File: src/rtl/upc_pkg.sv
// Shared types and item-code bit positions for the checkout lane.
// Also used by the lab display top, which reuses upc_eval.
package upc_pkg;

  typedef enum logic [1:0] {
    IDLE  = 2'd0,
    EVAL  = 2'd1,
    ALARM = 2'd2,
    TOTAL = 2'd3
  } chk_state_t;

  localparam int U_BIT = 2;
  localparam int P_BIT = 1;
  localparam int C_BIT = 0;

endpackage

File: src/rtl/upc_eval.sv
// Combinational UPC classifier: discount and stolen flags for one item code.
module upc_eval
  import upc_pkg::*;
(
  input  logic [2:0] upc,
  input  logic       mark,
  output logic       disc,
  output logic       stolen
);

  logic w_u;
  logic w_p;
  logic w_c;

  assign w_u = upc[U_BIT];
  assign w_p = upc[P_BIT];
  assign w_c = upc[C_BIT];

  assign disc   = (w_u & w_c) | w_p;
  assign stolen = ~w_p & ~mark & ~(w_c & ~w_u);

endmodule

File: src/rtl/upc_checkout_ctrl.sv
// Checkout lane sequencer: registers each scan, evaluates it a cycle later,
// keeps saturating transaction totals and latches an alarm on stolen items.
module upc_checkout_ctrl
  import upc_pkg::*;
#(
  parameter int COUNT_W       = 8,
  parameter int ALARM_MIN_CYC = 4
) (
  input  logic               clk,
  input  logic               reset_n,
  input  logic               scan_valid,
  output logic               scan_ready,
  input  logic [2:0]         upc,
  input  logic               mark,
  input  logic               checkout,
  input  logic               clear_alarm,
  output logic               alarm,
  output logic               discount,
  output logic [COUNT_W-1:0] item_count,
  output logic [COUNT_W-1:0] discount_count,
  output logic               done
);

  localparam int                 HOLD_W   = $clog2(ALARM_MIN_CYC + 1);
  localparam logic [HOLD_W-1:0]  HOLD_MIN = HOLD_W'(ALARM_MIN_CYC);
  localparam logic [COUNT_W-1:0] CNT_MAX  = '1;

  chk_state_t         r_state;
  chk_state_t         w_state_next;
  logic [2:0]         r_upc;
  logic               r_mark;
  logic               r_discount;
  logic [COUNT_W-1:0] r_item_count;
  logic [COUNT_W-1:0] r_discount_count;
  logic [HOLD_W-1:0]  r_hold;
  logic               w_disc;
  logic               w_stolen;
  logic               w_hold_met;

  upc_eval u_eval (
    .upc    (r_upc),
    .mark   (r_mark),
    .disc   (w_disc),
    .stolen (w_stolen)
  );

  assign w_hold_met = (r_hold >= HOLD_MIN);

  // A scan presented together with checkout takes priority; checkout is dropped.
  always_comb begin
    w_state_next = r_state;
    case (r_state)
      IDLE: begin
        if (scan_valid)    w_state_next = EVAL;
        else if (checkout) w_state_next = TOTAL;
      end
      EVAL:    w_state_next = w_stolen ? ALARM : IDLE;
      ALARM:   if (clear_alarm && w_hold_met) w_state_next = IDLE;
      TOTAL:   w_state_next = IDLE;
      default: w_state_next = IDLE;
    endcase
  end

  always_ff @(posedge clk) begin
    if (!reset_n) begin
      r_state          <= IDLE;
      r_upc            <= '0;
      r_mark           <= 1'b0;
      r_discount       <= 1'b0;
      r_item_count     <= '0;
      r_discount_count <= '0;
      r_hold           <= '0;
    end else begin
      r_state <= w_state_next;
      case (r_state)
        IDLE: begin
          if (scan_valid) begin
            r_upc  <= upc;
            r_mark <= mark;
          end
        end
        EVAL: begin
          r_hold <= '0;
          if (!w_stolen) begin
            r_discount <= w_disc;
            if (r_item_count != CNT_MAX)
              r_item_count <= r_item_count + 1'b1;
            // Both counters share one ceiling, so discount_count never passes item_count.
            if (w_disc && (r_discount_count != CNT_MAX))
              r_discount_count <= r_discount_count + 1'b1;
          end
        end
        ALARM: begin
          if (!w_hold_met)
            r_hold <= r_hold + 1'b1;
        end
        TOTAL: begin
          r_item_count     <= '0;
          r_discount_count <= '0;
          r_discount       <= 1'b0;
        end
        default: ;
      endcase
    end
  end

  assign scan_ready     = (r_state == IDLE);
  assign alarm          = (r_state == ALARM);
  assign done           = (r_state == TOTAL);
  assign discount       = r_discount;
  assign item_count     = r_item_count;
  assign discount_count = r_discount_count;

endmodule

File: config.mk
export PLATFORM = sky130hd
export DESIGN_NAME = upc_checkout_ctrl
export DESIGN_NICKNAME = d
export VERILOG_FILES = /design/src/rtl/upc_pkg.sv /design/src/rtl/upc_eval.sv /design/src/rtl/upc_checkout_ctrl.sv
export SDC_FILE = /design/constraint.sdc
export NUM_CORES = 1
export LEC_CHECK = 0
export CORE_ASPECT_RATIO = 1.1
export CORE_MARGIN = 3
export CORE_UTILIZATION = 45
export CTS_CLUSTER_SIZE = 40
export DETAILED_ROUTE_END_ITERATION = 16
export PLACE_DENSITY = 0.76
export SYNTH_ARGS = -nofsm -noshare
export SYNTH_HDL_FRONTEND = slang
export SYNTH_SLANG_ARGS = --single-unit
File: constraint.sdc
create_clock -name clk -period 2.3 [get_ports clk]
set_input_delay 0.46 -clock clk [delete_from_list [all_inputs] [get_ports clk]]
set_output_delay 0.46 -clock clk [all_outputs]
set_load 0.03 [all_outputs]
## Word-level counts from Yosys, hierarchy flattened

Index checks and enable logic that the tools add are counted.

| word-level totals | value |
|---|---|
| register bits | 26 |
| bits of input ports | 9 |
| output and inout bits | 20 |
| word-level logic and storage cells | 57 |

| operators by class | value |
|---|---|
| add/sub/neg operators | 3 |
| $lt $le $gt $ge | 1 |
| eq/ne operators | 11 |
| muxes and demuxes | 15 |
| bitwise gates (word level) | 9 |
| reduce and logical (&&, ||, !) cells | 11 |

Operators with widths:

| cell | number |
|---|---|
| two-way mux 8 bit | 4 |
| one-hot mux 8 bit (2 select lines) | 2 |
| adder 8 x 1 -> 8 bit, second input constant | 2 |
| != test 8 bit, second input constant | 2 |
| two-way mux 2 bit | 4 |
| != test 2 bit, second input constant | 4 |
| one-hot mux 2 bit (4 select lines) | 1 |
| AND reduction 2 bit | 4 |
| one-hot mux 3 bit (2 select lines) | 1 |
| AND reduction 3 bit | 2 |
| AND 1 bit | 4 |
| equality test 2 bit, second input constant | 2 |
| NOT 1 bit | 4 |
| nonzero test 2 bit | 2 |
| adder 3 x 1 -> 3 bit, second input constant | 1 |
| greater-or-equal comparator 3 bit, second input constant | 1 |
| two-way mux 3 bit | 1 |
| != test 3 x 2 -> 1 bit, second input constant | 1 |
| equality test 2 x 1 -> 1 bit, second input constant | 1 |
| logical AND 1 bit | 2 |
| logical NOT 2 bit | 1 |
| != test 2 x 1 -> 1 bit, second input constant | 1 |
| one-hot mux 1 bit (2 select lines) | 1 |
| two-way mux 1 bit | 1 |
| OR 1 bit | 1 |

## Longest topological paths before layout

Gate-level depths: netlist of the first run.

| logic depth | value |
|---|---|
| depth in word-level cells | 6 |
| gate-level depth with buffers | 6 |
| gate-level depth less buffers | 5 |

## Hierarchy

From an unflattened synthesis of the first run, not the netlist that was laid out.

| second synthesis, totals | value |
|---|---|
| cell total of the unflattened synthesis | 156 |
| area, all modules | 1377.6 um^2 |

Modules (own cells, without submodules):

| module | instances | cells an instance | area an instance (um^2) | seq. area each (um^2) |
|---|---|---|---|---|
| upc_checkout_ctrl | 1 | 153 | 1352.5 | 520.5 |
| upc_eval | 1 | 3 | 25.0 | 0.0 |

## Worst setup path before layout of the first run

No wires, ideal clock.

| timing path | value |
|---|---|
| path kind | reg2reg |
| from | register r_discount_count[0] (netlist: discount_count[0]) |
| to | register r_discount_count[3] (netlist: discount_count[3]) |
| library setup time | 119 ps |
| arrival time | 1695 ps |
| required time | 2181 ps |
| setup slack | 486 ps |
| stages on the path, launching flop included | 6 |
| path buffers | 0 |
| clock period less this slack | 1814 ps |
| cell sequence | dfxtp_1 -> ha_1 -> nand4_2 -> o311a_2 -> a41oi_1 -> nor2_1 |

| on the way | value |
|---|---|
| word-level cells in the longest chain between the ends | 4 |
| elaborated cells on any way between the ends | 8 |
| those cells by class | add/sub: 1; eq/ne: 2; mux: 3; reduce/logical: 2 |

RTL lines:

| element | line | text |
|---|---|---|
| from (decl) | upc_checkout_ctrl.sv:34 | `logic [COUNT_W-1:0] r_discount_count;` |
| from (signal assigned) | upc_checkout_ctrl.sv:90 | `r_discount_count <= r_discount_count + 1'b1;` |
| adder 8 x 1 -> 8 bit / != test 8 bit (equally long branches) | upc_checkout_ctrl.sv:90, upc_checkout_ctrl.sv:89 |  |
| two-way mux 8 bit / logical AND 1 bit (equally long branches) | upc_checkout_ctrl.sv:89 | `if (w_disc && (r_discount_count != CNT_MAX))` |
| two-way mux 8 bit / != test 2 bit (equally long branches) | -- |  |
| one-hot mux 8 bit (2 select lines) / AND reduction 3 bit (equally long branches) | -- |  |

Parallel ways exist; a longest one is shown, timed or not. The select of a mux whose other input is x is not followed.
A chain may end at the register's enable or synchronous reset.

## Worst setup path in the final report of the first run

| timing path | value |
|---|---|
| from | register r_state[0] |
| to | output scan_ready |

| on the way | value |
|---|---|
| word-level cells in the longest chain between the ends | 1 |

RTL lines:

| element | line | text |
|---|---|---|
| from (decl) | upc_checkout_ctrl.sv:28 | `chk_state_t r_state;` |
| from (signal assigned) | upc_checkout_ctrl.sv:74 | `r_state <= w_state_next;` |
| logical NOT 2 bit | upc_checkout_ctrl.sv:107 | `assign scan_ready = (r_state == IDLE);` |
| to (decl) | upc_checkout_ctrl.sv:12 | `output logic scan_ready,` |

Every way passes these cells.

==> results of run 1 <==
[where the power goes]
group	leakage [nW]	switching (W)	internal (W)
Combinational	0.376	0.0000981	0.0000816
Sequential	0.211	0.0000277	0.000469
Clock	0.0210	0.000138	0.0000966
[what timing repair did]
item	CTS	global route
gates resized for setup	2	0
buffers inserted	0	0
setup endpoints to repair	1	0
[cell families after synthesis]
logic type | after synthesis | share of synthesized area (%)
compound gates | 45 | 25.3
xor+xnor | 1 | 0.657
fa+ha+maj | 3 | 2.81
buf+inv | 12 | 4.31
flops | 26 | 39.0
mux | 5 | 3.75
simple gates | 59 | 24.1
[synthesized netlist by cell type (2+ instances only)]
cell type and number:
a21boi_0 2, o311ai_0 2, nor3_1 3, or4_1 4
o31ai_1 3, inv_1 6, a21oi_1 13, o21ai_0 7
a311oi_1 2, or3_1 3, o41ai_1 2, dfxtp_1 26
ha_1 3, nand2_1 9, nand3_1 6, a22oi_1 2
nor2_1 21, mux2i_1 5, clkbuf_1 3, and3_1 4
[how the worst min path moves through the flow]
stage                        endpoint              start  cells past startpoint
detailed placement  discount_count[7]  discount_count[7]                      2
finish                  item_count[7]      item_count[7]                      2
global route        discount_count[7]  discount_count[7]                      2
floorplan                    r_upc[0]           r_upc[0]                      2
global placement    discount_count[7]  discount_count[7]                      2
CTS                     item_count[7]      item_count[7]                      2
[per-stage QoR]
| stage | instances | hold slack [ns] |
|---|---|---|
| 2_1_floorplan | 151 | 0.488 |
| 3_5_place_dp | 209 | 0.493 |
| 4_1_cts | 213 | 0.515 |
| 6_report | 213 | 0.513 |
| 3_3_place_gp | 209 | 0.474 |
| 5_1_grt | 213 | 0.533 |
[layout make-up]
type | count | area, um2 | area share [%]
Clock buffer | 4 | 36.3 | 2.16
Inverter | 6 | 22.5 | 1.34
Multi-Input combinational cell | 113 | 756 | 45.0
Sequential cell | 26 | 522 | 31.1
Tap cell | 33 | 41.3 | 2.46
Timing Repair Buffer | 31 | 302 | 18.0
[layer usage]
metal,wire length [um],track usage [%]
met5,0,0
met4,14,4.06
met3,116,2.25
met2,1520,28.8
met1,1440,22.1
[state kept, by name, indices dropped and copies added, names as in the netlist]
signal,count
r_hold,3
item_count,8
discount_count,8
discount,1
r_mark,1
r_state,2
r_upc,3
[critical path, delay by kind of cell, from the launching register on]
family / cells / cell delay (ns)
buffers and inverters: 1 / 0.70
DFF: 1 / 0.43
and+or+nand+nor: 1 / 0.20
==> flow_metrics.tcl, run 1 <==
set metrics [dict create \
    finalHoldViolations 0 \
    critPathSlowestCell "clkdlybuf4s50_1" \
    cap_violations 0 \
    min_path_type "reg2reg" \
    arrival_ns 1.64 \
    num_rows 20 \
    r2r-end "item_count[5]" \
    reg2reg_depth 5 \
    start_util_pct 47.6 \
    crit_path_end "scan_ready" \
    die_height_um 63.1 \
    yosys.area.top_type_share_pct 39.0 \
    yosysWarnings 0 \
    grt_start_max_net_pins 19 \
    cts_tree "built" \
    port_buffers 28 \
    vias 1272 \
    io_pins 29 \
    layout_commonest_cell "clkdlybuf4s50_1" \
    fin_crit_ns 2.10 \
    total_power_w 0.000911 \
    synth_nets 163 \
    fin_area_um2 1680 \
    setup_ws_ns 0.200 \
    fin_skew_ns 0.00305 \
    critPathCaptureType "output port" \
    power_density_nw_per_um2 543 \
    place_ws_ns 0.356 \
    irDropWorstVdd_mv 0.301 \
    clkTransAtPathRegs_ns 0.15 \
    wirelength_um 3100 \
    grt_remaining_overflow 0 \
    mostFrequentLayoutCells "clkdlybuf4s50_1 (27), dfxtp_1 (25), nor2_1 (21), a21oi_1 (13), nand2_1 (9)" \
    grt.total_usage_pct 16.9 \
    grt_pass1_wl_um 5130 \
    worstSkewPairLatency_ns 0.31 \
    final_util_pct 59.9 \
    crit_required_ns 1.84 \
    critPathMaxFanout 10 \
    max_slew_margin_pct 67.8 \
    dieArea_um2 3650 \
    drive_above_1_share_pct 8.33 \
    cts_htree_levels 1 \
    drt_iter0_drc 46 \
    drtAntennaViolNets 0 \
    tightest_slew_ns 0.480 \
    drcViolationCount 0 \
    fin_setup_tns_ns 0 \
    grt_pass1_vias 1176 \
    worstSetupStartpointType "flop" \
    setup_viol 0 \
    report.final.slew_viol_count 0 \
    cts_root_buffer "clkbuf_4" \
    cts_hold_buffers 0 \
    synth_seq_cells 26 \
    cpPeakStageDelay_ns 0.70 \
    crit_chain "nor2_1 -> clkdlybuf4s50_1" \
    path_class "reg2out" \
    core_um2 2800 \
    antenna_cells 0 \
    p_leak_nw 0.608 \
    fp.dieW_um 57.9 \
    antenna_found_initial 0 \
    nNetsFinal 193 \
    reg2reg_from "r_state[0]" \
    syn_to_final_growth_pct 25.9 \
    synth_area_leaders "dfxtp_1 (39%), nor2_1 (5.9%), a21oi_1 (4.9%)" \
    cts_made_buffers 3 \
    status "complete, no violations" \
    fin_crit_sh_pct 91.3 \
    clock_sinks 26 \
    startpoint "r_state[0]" \
    synth_ff_type "dfxtp_1" \
    synth_area_um2 1330 \
    num-fill-cells 273 \
    wire_per_inst_um 14.5 \
    clockBufferDepth 2 \
    avgViaCountPerCell 5.97 \
    synthArstFlopShare_pct 0 \
    reg2reg_slack_ns 0.53 \
    rsz0062_at_grt "false" \
    gp_congestion 0.799 \
    synth_area_leader_cell "dfxtp_1" \
    placed_area_um2 1640 \
    synth.yosys.seq_area_share_pct 39.0 \
    dp_hpwl_um 2260 \
    synthCells 151 \
    synth_edf_count 0 \
    ys_types 45 \
    fmax_mhz 476 \
    avgSynthCellArea_um2 8.83 \
    drt-pass1-iter-count 4 \
]
Power figures use the tool's default switching activity.
==> inputs of run 2 (changes only) <==
--- a/config.mk
+++ b/config.mk
@@ -7,10 +7,10 @@
 export LEC_CHECK = 0
 export CORE_ASPECT_RATIO = 1.1
 export CORE_MARGIN = 3
-export CORE_UTILIZATION = 45
+export CORE_UTILIZATION = 32
 export CTS_CLUSTER_SIZE = 40
 export DETAILED_ROUTE_END_ITERATION = 16
-export PLACE_DENSITY = 0.76
+export PLACE_DENSITY = 0.59
 export SYNTH_ARGS = -nofsm -noshare
 export SYNTH_HDL_FRONTEND = slang
 export SYNTH_SLANG_ARGS = --single-unit
==> run 2 against run 1 <==
Total power grew 1.6%. Combinational power barely moved. Die area increased by 36%. Clock-buffer cell count shrank 1. Critical path type unchanged. Critical path depth grew 1. Clock skew increased by 0.0014 ns. Non-clock buffer count unchanged. Flip-flop and latch count unchanged. First-iteration DRC count increased by 100%. Fmax fell by 0.57%. Wire length up 0.29%. Cell count is 7.5% higher.
==> flow_metrics.tcl, run 2 (synthesis results as in run 1) <==
set metrics [dict create \
    status "complete, no violations" \
    clockBufferDepth 2 \
    place_ws_ns 0.309 \
    setup_ws_ns 0.188 \
    fin_crit_sh_pct 91.8 \
    mostFrequentLayoutCells "clkdlybuf4s50_1 (27), dfxtp_1 (26), nor2_1 (21), a21oi_1 (13), nand2_1 (9)" \
    avgViaCountPerCell 5.54 \
    startpoint "r_state[0]" \
    drt-pass1-iter-count 4 \
    gp_congestion 0.788 \
    grt_pass1_vias 1170 \
    reg2reg_slack_ns 0.54 \
    cts_root_buffer "clkbuf_8" \
    num_rows 23 \
    reg2reg_depth 5 \
    cap_violations 0 \
    drcViolationCount 0 \
    fin_setup_tns_ns 0 \
    arrival_ns 1.65 \
    drtAntennaViolNets 0 \
    cts_made_buffers 3 \
    path_buf_inv 2 \
    io_pins 29 \
    drive_above_1_share_pct 7.26 \
    critPathSlowestCell "clkdlybuf4s50_1" \
    crit_required_ns 1.84 \
    num-fill-cells 379 \
    critPathCaptureType "output port" \
    reg2reg_from "r_state[1]" \
    path_class "reg2out" \
    crit_path_end "scan_ready" \
    vias 1268 \
    rsz0062_at_grt "false" \
    wl_met2_um 1440 \
    cts_tree "built" \
    p_leak_nw 0.622 \
    clkTransAtPathRegs_ns 0.09 \
    critPathMaxFanout 14 \
    dp_hpwl_um 2300 \
    wire_per_inst_um 13.6 \
    layout_commonest_cell "clkdlybuf4s50_1" \
    grt.total_usage_pct 13.5 \
    port_buffers 28 \
    setup_viol 0 \
    core_um2 3830 \
    drt_iter0_drc 93 \
    dpl.cell_count 226 \
    worst-path-stages 3 \
    fmax_mhz 474 \
    syn_to_final_growth_pct 28.0 \
    wl_met3_um 148 \
    grt_start_max_net_pins 19 \
    fin_crit_ns 2.11 \
    final_cells 229 \
    max_slew_margin_pct 67.7 \
    dieArea_um2 4980 \
    worstSetupStartpointType "flop" \
    grt_remaining_overflow 0 \
    routed.top_layer "met4" \
    finalHoldViolations 0 \
    grt_pass1_wl_um 5240 \
    report.final.slew_viol_count 0 \
    wirelength_um 3110 \
    regArea_um2 520 \
    fp.dieW_um 67.6 \
    cpPeakStageDelay_ns 0.69 \
    path_delay_family "buffers and inverters" \
    irDropWorstVdd_mv 0.267 \
    cts_htree_levels 1 \
    min_path_type "reg2reg" \
    wl_met1_um 1470 \
    crit_chain "buf_4 -> nor2_1 -> clkdlybuf4s50_1" \
    multiInputGateArea_um2 756 \
    power_density_nw_per_um2 542 \
    r2r-end "item_count[7]" \
    start_util_pct 34.8 \
    antenna_found_initial 0 \
    nNetsFinal 193 \
    final_util_pct 44.6 \
    die_height_um 73.7 \
    worstSkewPairLatency_ns 0.27 \
    antenna_cells 0 \
    tightest_slew_ns 0.479 \
    total_power_w 0.000925 \
    fin_skew_ns 0.00446 \
    clock_sinks 26 \
]
run 2: layout make-up:
type                       count  area share, %
multi-input combinational    113           44.2
sequential                    26           30.5
tap                           50           3.66
clock buffer                   3           2.42
timing repair buffer          31           17.9
inverter                       6           1.32
run 2: layer usage:
metal | vias up | track usage, %
met5 | - | 0
met2 | 33 | 20.8
met4 | 0 | 6.08
met3 | 7 | 2.75
li1 | 630 | -
met1 | 598 | 17.9
run 2: worst reg2reg max path, cell delays in order (launching register included):
cell and delay, ns:
dfxtp_1 0.52, buf_4 0.25, o41ai_4 0.09, buf_4 0.20, or4_1 0.51, a21oi_1 0.14
run 2: metrics by stage:
step	hold WS [ns]	cell area, um2
3_3_place_gp	0.477	1660
6_report	0.503	1710
3_5_place_dp	0.493	1660
5_1_grt	0.531	1710
2_1_floorplan	0.488	1330
4_1_cts	0.506	1710
run 2: what timing repair did:
item,4_1_cts,5_1_grt
endpoints found under the setup margin,0,1
hold buffers,0,0
buffers inserted,0,0
gates resized for setup,0,1
run 2: worst min-delay path by stage:
| stage | slack, ns | depth (start not counted) | startpoint | to |
|---|---|---|---|---|
| 2_1_floorplan | 0.49 | 2 | r_upc[0] | r_upc[0] |
| 3_3_place_gp | 0.48 | 2 | discount_count[7] | discount_count[7] |
| 3_5_place_dp | 0.49 | 2 | discount_count[7] | discount_count[7] |
| 4_1_cts | 0.51 | 2 | discount_count[7] | discount_count[7] |
| 5_1_grt | 0.53 | 2 | discount_count[7] | discount_count[7] |
| 6_report | 0.50 | 2 | discount_count[7] | discount_count[7] |
run 2: report_power, final:
part           leakage [nW]  internal [W]  switching, W  total (W)
combinational         0.390     0.0000823     0.0000984   0.000181
clock                0.0216      0.000117      0.000136   0.000253
sequential            0.211      0.000468     0.0000238   0.000492
total                 0.622      0.000667      0.000258   0.000925
==> inputs of run 3 (changes only) <==
--- a/config.mk
+++ b/config.mk
@@ -10,7 +10,8 @@
 export CORE_UTILIZATION = 32
 export CTS_CLUSTER_SIZE = 40
 export DETAILED_ROUTE_END_ITERATION = 16
-export PLACE_DENSITY = 0.59
+export PLACE_DENSITY = 0.58
 export SYNTH_ARGS = -nofsm -noshare
 export SYNTH_HDL_FRONTEND = slang
+export SYNTH_HIERARCHICAL = 1
 export SYNTH_SLANG_ARGS = --single-unit
==> run 3 against run 2 <==
Synthesized cell count is 3.3% higher. Core utilization is 0.98 points lower. Sequential share of layout area is 1.1 points lower. Wire length is 6.4% higher. Global-route usage is 0.96 points higher. Largest power group unchanged. Worst hold slack better by 0.0042 ns. Critical path depth stayed put. Setup slack worse by 0.055 ns. Register-to-register slack worse by 0.11 ns. Cell count is 3.5% higher. Synthesized area is 3.3% higher.
==> flow_metrics.tcl, run 3 <==
set metrics [dict create \
    synth_edf_count 0 \
    synth_ff_type "dfxtp_1" \
    cts_htree_levels 1 \
    synth.most_common_cell "dfxtp_1" \
    grt.total_usage_pct 14.4 \
    synth_area_leader_cell "dfxtp_1" \
    clockBufferDepth 2 \
    cts_made_buffers 3 \
    drive_above_1_share_pct 8.11 \
    cts_setup_buffers 0 \
    drtAntennaViolNets 0 \
    finalHoldViolations 0 \
    synthCells 156 \
    grt_remaining_overflow 0 \
    io_pins 29 \
    critPathCaptureType "output port" \
    nNetsFinal 198 \
    synth_common_cells "dfxtp_1 (26), a21oi_1 (15), nand2_1 (14)" \
    power_density_nw_per_um2 545 \
    avgViaCountPerCell 5.53 \
    start_util_pct 34.0 \
    avgSynthCellArea_um2 8.83 \
    core_um2 4050 \
    drt-pass1-iter-count 4 \
    path_class "reg2out" \
    num_rows 24 \
    wire_per_inst_um 14.0 \
    arrival_ns 1.71 \
    max_slew_margin_pct 60.5 \
    setup_viol 0 \
    setup_ws_ns 0.133 \
    vias 1311 \
    gp_congestion 0.788 \
    synth_area_leaders "dfxtp_1 (38%), a21oi_1 (5.4%), nand2_1 (3.8%)" \
    cap_violations 0 \
    report.final.slew_viol_count 0 \
    wirelength_um 3310 \
    fin_skew_ns 0.00172 \
    fin_setup_tns_ns 0 \
    worstSetupStartpointType "flop" \
    rsz0062_at_grt "false" \
    num-fill-cells 409 \
    fmax_mhz 462 \
    fin_crit_sh_pct 94.2 \
    dp_hpwl_um 2500 \
    irDropWorstVdd_mv 0.333 \
    tightest_slew_ns 0.591 \
    dieArea_um2 5130 \
    ys_types 43 \
    holdWs_ns 0.508 \
    grt_start_max_net_pins 15 \
    yosysWarnings 6 \
    synth.yosys.seq_area_share_pct 37.8 \
    cts_tree "built" \
    grt_pass1_vias 1277 \
    critPathMaxFanout 8 \
    fin_crit_ns 2.17 \
    synth_nets 168 \
    place_ws_ns 0.315 \
    clkTransAtPathRegs_ns 0.09 \
    clock_sinks 26 \
    cts_root_buffer "clkbuf_8" \
    p_leak_nw 0.676 \
    grt_pass1_wl_um 5780 \
    port_buffers 28 \
    syn_to_final_growth_pct 28.4 \
    mostFrequentLayoutCells "dfxtp_1 (26), clkdlybuf4s50_1 (26), a21oi_1 (15), nand2_1 (14), nor2_1 (11)" \
    fp.dieW_um 68.6 \
    status "complete, no violations" \
    antenna_found_initial 0 \
    drt_iter0_drc 70 \
    synthArstFlopShare_pct 0 \
    yosys.area.top_type_share_pct 37.8 \
    synth_area_um2 1380 \
    min_path_type "reg2reg" \
    drcViolationCount 0 \
    die_height_um 74.8 \
    crit_required_ns 1.84 \
    antenna_cells 0 \
    worstSkewPairLatency_ns 0.27 \
    synth_seq_cells 26 \
]
==> run 3: cell types whose count changed after synthesis, sizes merged, moves of 3 or more <==
cell	delta
o211ai	+6
o21ai	+3
o311ai	+3
nor2	-10
and3	-3
nand2	+5
and4	+3
==> run 3: cells by family after synthesis <==
| logic type | Yosys count | share of synthesized area (%) |
|---|---|---|
| AO/OA/AOI/OAI | 51 | 26.5 |
| buffers and inverters | 11 | 3.72 |
| XOR/XNOR | 1 | 0.636 |
| flip-flops | 26 | 37.8 |
| AND/OR/NAND/NOR | 60 | 25.7 |
| multiplexers | 4 | 2.91 |
| adder cells (fa/ha/maj) | 3 | 2.73 |
==> run 3: worst max-delay path, stage by stage, from the launching register on <==
cell and delay [ns]:
dfxtp_1 0.40, buf_4 0.20, nor2_1 0.15, clkdlybuf4s50_1 0.70
==> run 3: area by class of cell <==
class	instances	area [um2]	area share [%]
Multi-Input combinational cell	119	806	45.5
Sequential cell	26	520	29.4
Timing Repair Buffer	31	304	17.2
Tap cell	52	65.1	3.68
Clock buffer	4	55.1	3.11
Inverter	5	18.8	1.06
==> run 3: repair_timing <==
item | in CTS | in global routing
hold buffers | 0 | 0
gates resized for setup | 1 | 1
endpoints found under the setup margin | 1 | 1
==> run 3: report_power, final <==
part	switching [W]	total (W)	internal, W
Clock	0.000141	0.000294	0.000153
Combinational	0.000107	0.000185	0.0000785
Sequential	0.0000183	0.000485	0.000466
Total	0.000266	0.000964	0.000698
==> run 3: worst paths after layout <==
path,start,end,slack (ns),cells after the start
worst max-delay path,r_state[1],scan_ready,0.13,3
worst min-delay path,discount,discount,0.51,2
worst max register to register,r_upc[2],discount_count[3],0.43,6
worst min register to register,discount,discount,0.51,2
==> run 3: per-stage QoR <==
stage / power [W] / util (%) / std cells / instance area (um2)
2_1_floorplan: 0.000621 / - / 156 / 1380
3_3_place_gp: 0.000678 / 42.3 / 233 / 1710
3_5_place_dp: 0.000683 / 42.3 / 233 / 1710
4_1_cts: 0.000975 / 43.6 / 237 / 1770
5_1_grt: 0.00102 / 43.6 / 237 / 1770
6_report: 0.000964 / 43.6 / 237 / 1770
==> run 3: per-layer routing <==
layer	global-route usage [%]	wire, um	vias up
li1	-	-	654
met1	17.4	1470	619
met2	24.9	1640	34
met3	3.58	166	4
met4	4.42	35	0
met5	0	0	-
==> RTL edit: new RTL, config.mk and constraints of run 2 <==
Change the parameter `ALARM_MIN_CYC` from 4 to 2.
--- a/src/rtl/upc_checkout_ctrl.sv
+++ b/src/rtl/upc_checkout_ctrl.sv
@@ -4,7 +4,7 @@
   import upc_pkg::*;
 #(
   parameter int COUNT_W       = 8,
-  parameter int ALARM_MIN_CYC = 4
+  parameter int ALARM_MIN_CYC = 2
 ) (
   input  logic               clk,
   input  logic               reset_n,
Formal check against the unedited RTL: not equivalent (a bounded check fails within 10 cycles, from zero or initial values and one cycle with reset_n low).
==> RTL edit against run 2 <==
  * Worst setup slack gained 0.017 ns
  * Die area is the same
  * Combinational power grew 3%
  * Sequential cell count shrank 1
  * Total power shrank 1.1%
  * Maximum frequency grew 0.82%
  * Wire length grew 8.0%
  * Critical path depth is the same
  * Cell area grew 0.81%
  * Area after synthesis is the same
==> RTL edit: results <==
cells_and_area:
  n_all_buffers: 32
  seq_cells: 25
  n_all_inverters: 3
  final_nets: 206
  layout-drive-gt1-share: 0.0622
  multi_input_area_um2: 791
  multi_input_comb_cells: 129
  clkbuf_count: 4
  seqCellArea_um2: 502
  bufAreaShareNonClock: 0.180
  clock_cell_area_share: 0.0262
placed_design:
  gp_congestion: 0.831
  place_area_mm2: 0.00168
  place_ws_ns: 0.320
  hpwl_um: 2450
setup_path:
  worstReg2RegStart: "item_count[0]$_SDFFE_PN0P_"
  timing.rr.end: "item_count[5]$_SDFFE_PN0P_"
  r2r_cells: 6
  endpoint: "done"
  arrival_ns: 1.63
  cp_max_fo: 16
  reg2reg_slack_ns: 0.44
clock_network:
  path_clk_slew_ns: 0.09
  cts_root_buf: "clkbuf_8"
  cts_buffer_depth: 2
power:
  irDropWorstVdd_uv: 198
  switching_share: 0.288
  powerComb_mw: 0.187
  powerDensity_mw_per_mm2: 531
  powerSeq_mw: 0.469
  p_leak_nw: 0.596
drt:
  wl_um: 3360
  wl_met3_um: 171
  wl_met2_um: 1610
  dr.pass1.iters: 6
  met1Wirelength_um: 1540
  vias_per_cell: 5.42
  drt_iter0_markers: 90
status:
  status: "completed"
synthesis:
  synth.area.top_cells: "dfxtp_1, nand3_1, o21ai_0, nor2b_1, nand2_1"
  synth_nets: 177
  post_synth.cell_area_avg_um2: 8.08
  synthTopCellsByCount: "dfxtp_1, nand3_1, o21ai_0"
  synth-seq-area-share: 0.375
  ys_types: 34
worst_hold_path:
  hp-start: "discount_count[0]$_SDFFE_PN0P_"
  hold_end: "discount_count[0]$_SDFFE_PN0P_"
global_routing:
  grt_max_degree: 18
  met1_usage: 0.204
  use_met3: 0.0214
  grt_util_all_layers: 0.150
  grt_pass1_vias: 1285
  use_met2: 0.242
  antenna_found_initial: 0
  grt_first_pass_wirelength_um: 5910
timing:
  setup_slack_ns: 0.206
  final.setup_skew_ns: 0.00515
  tightest_slew_ns: 0.497
  whs_ns: 0.531
-- RTL edit: worst max-delay path, stage by stage (launching register included) --
cell and delay, ns:
dfxtp_2 0.50, nand2_1 0.14, inv_1 0.07, clkdlybuf4s50_1 0.66
-- RTL edit: logic make-up after synthesis --
group / after synthesis / synth area share
AOI/OAI and AO/OA: 42 / 0.216
adders and majority gates: 3 / 0.0281
buffers and inverters: 11 / 0.0319
DFF: 25 / 0.375
muxes: 5 / 0.0375
and+or+nand+nor: 79 / 0.311
-- RTL edit: per-stage QoR --
step | util | power [mW]
6_report | 0.450 | 0.915
5_1_grt | 0.450 | 0.964
4_1_cts | 0.449 | 0.927
3_5_place_dp | 0.438 | 0.665
3_3_place_gp | 0.438 | 0.659
2_1_floorplan | - | 0.597
-- RTL edit: repair_timing --
action,CTS,global route
endpoints found under the setup margin,0,1
resized for setup,0,1
hold buffers,0,0
buffers inserted,0,0
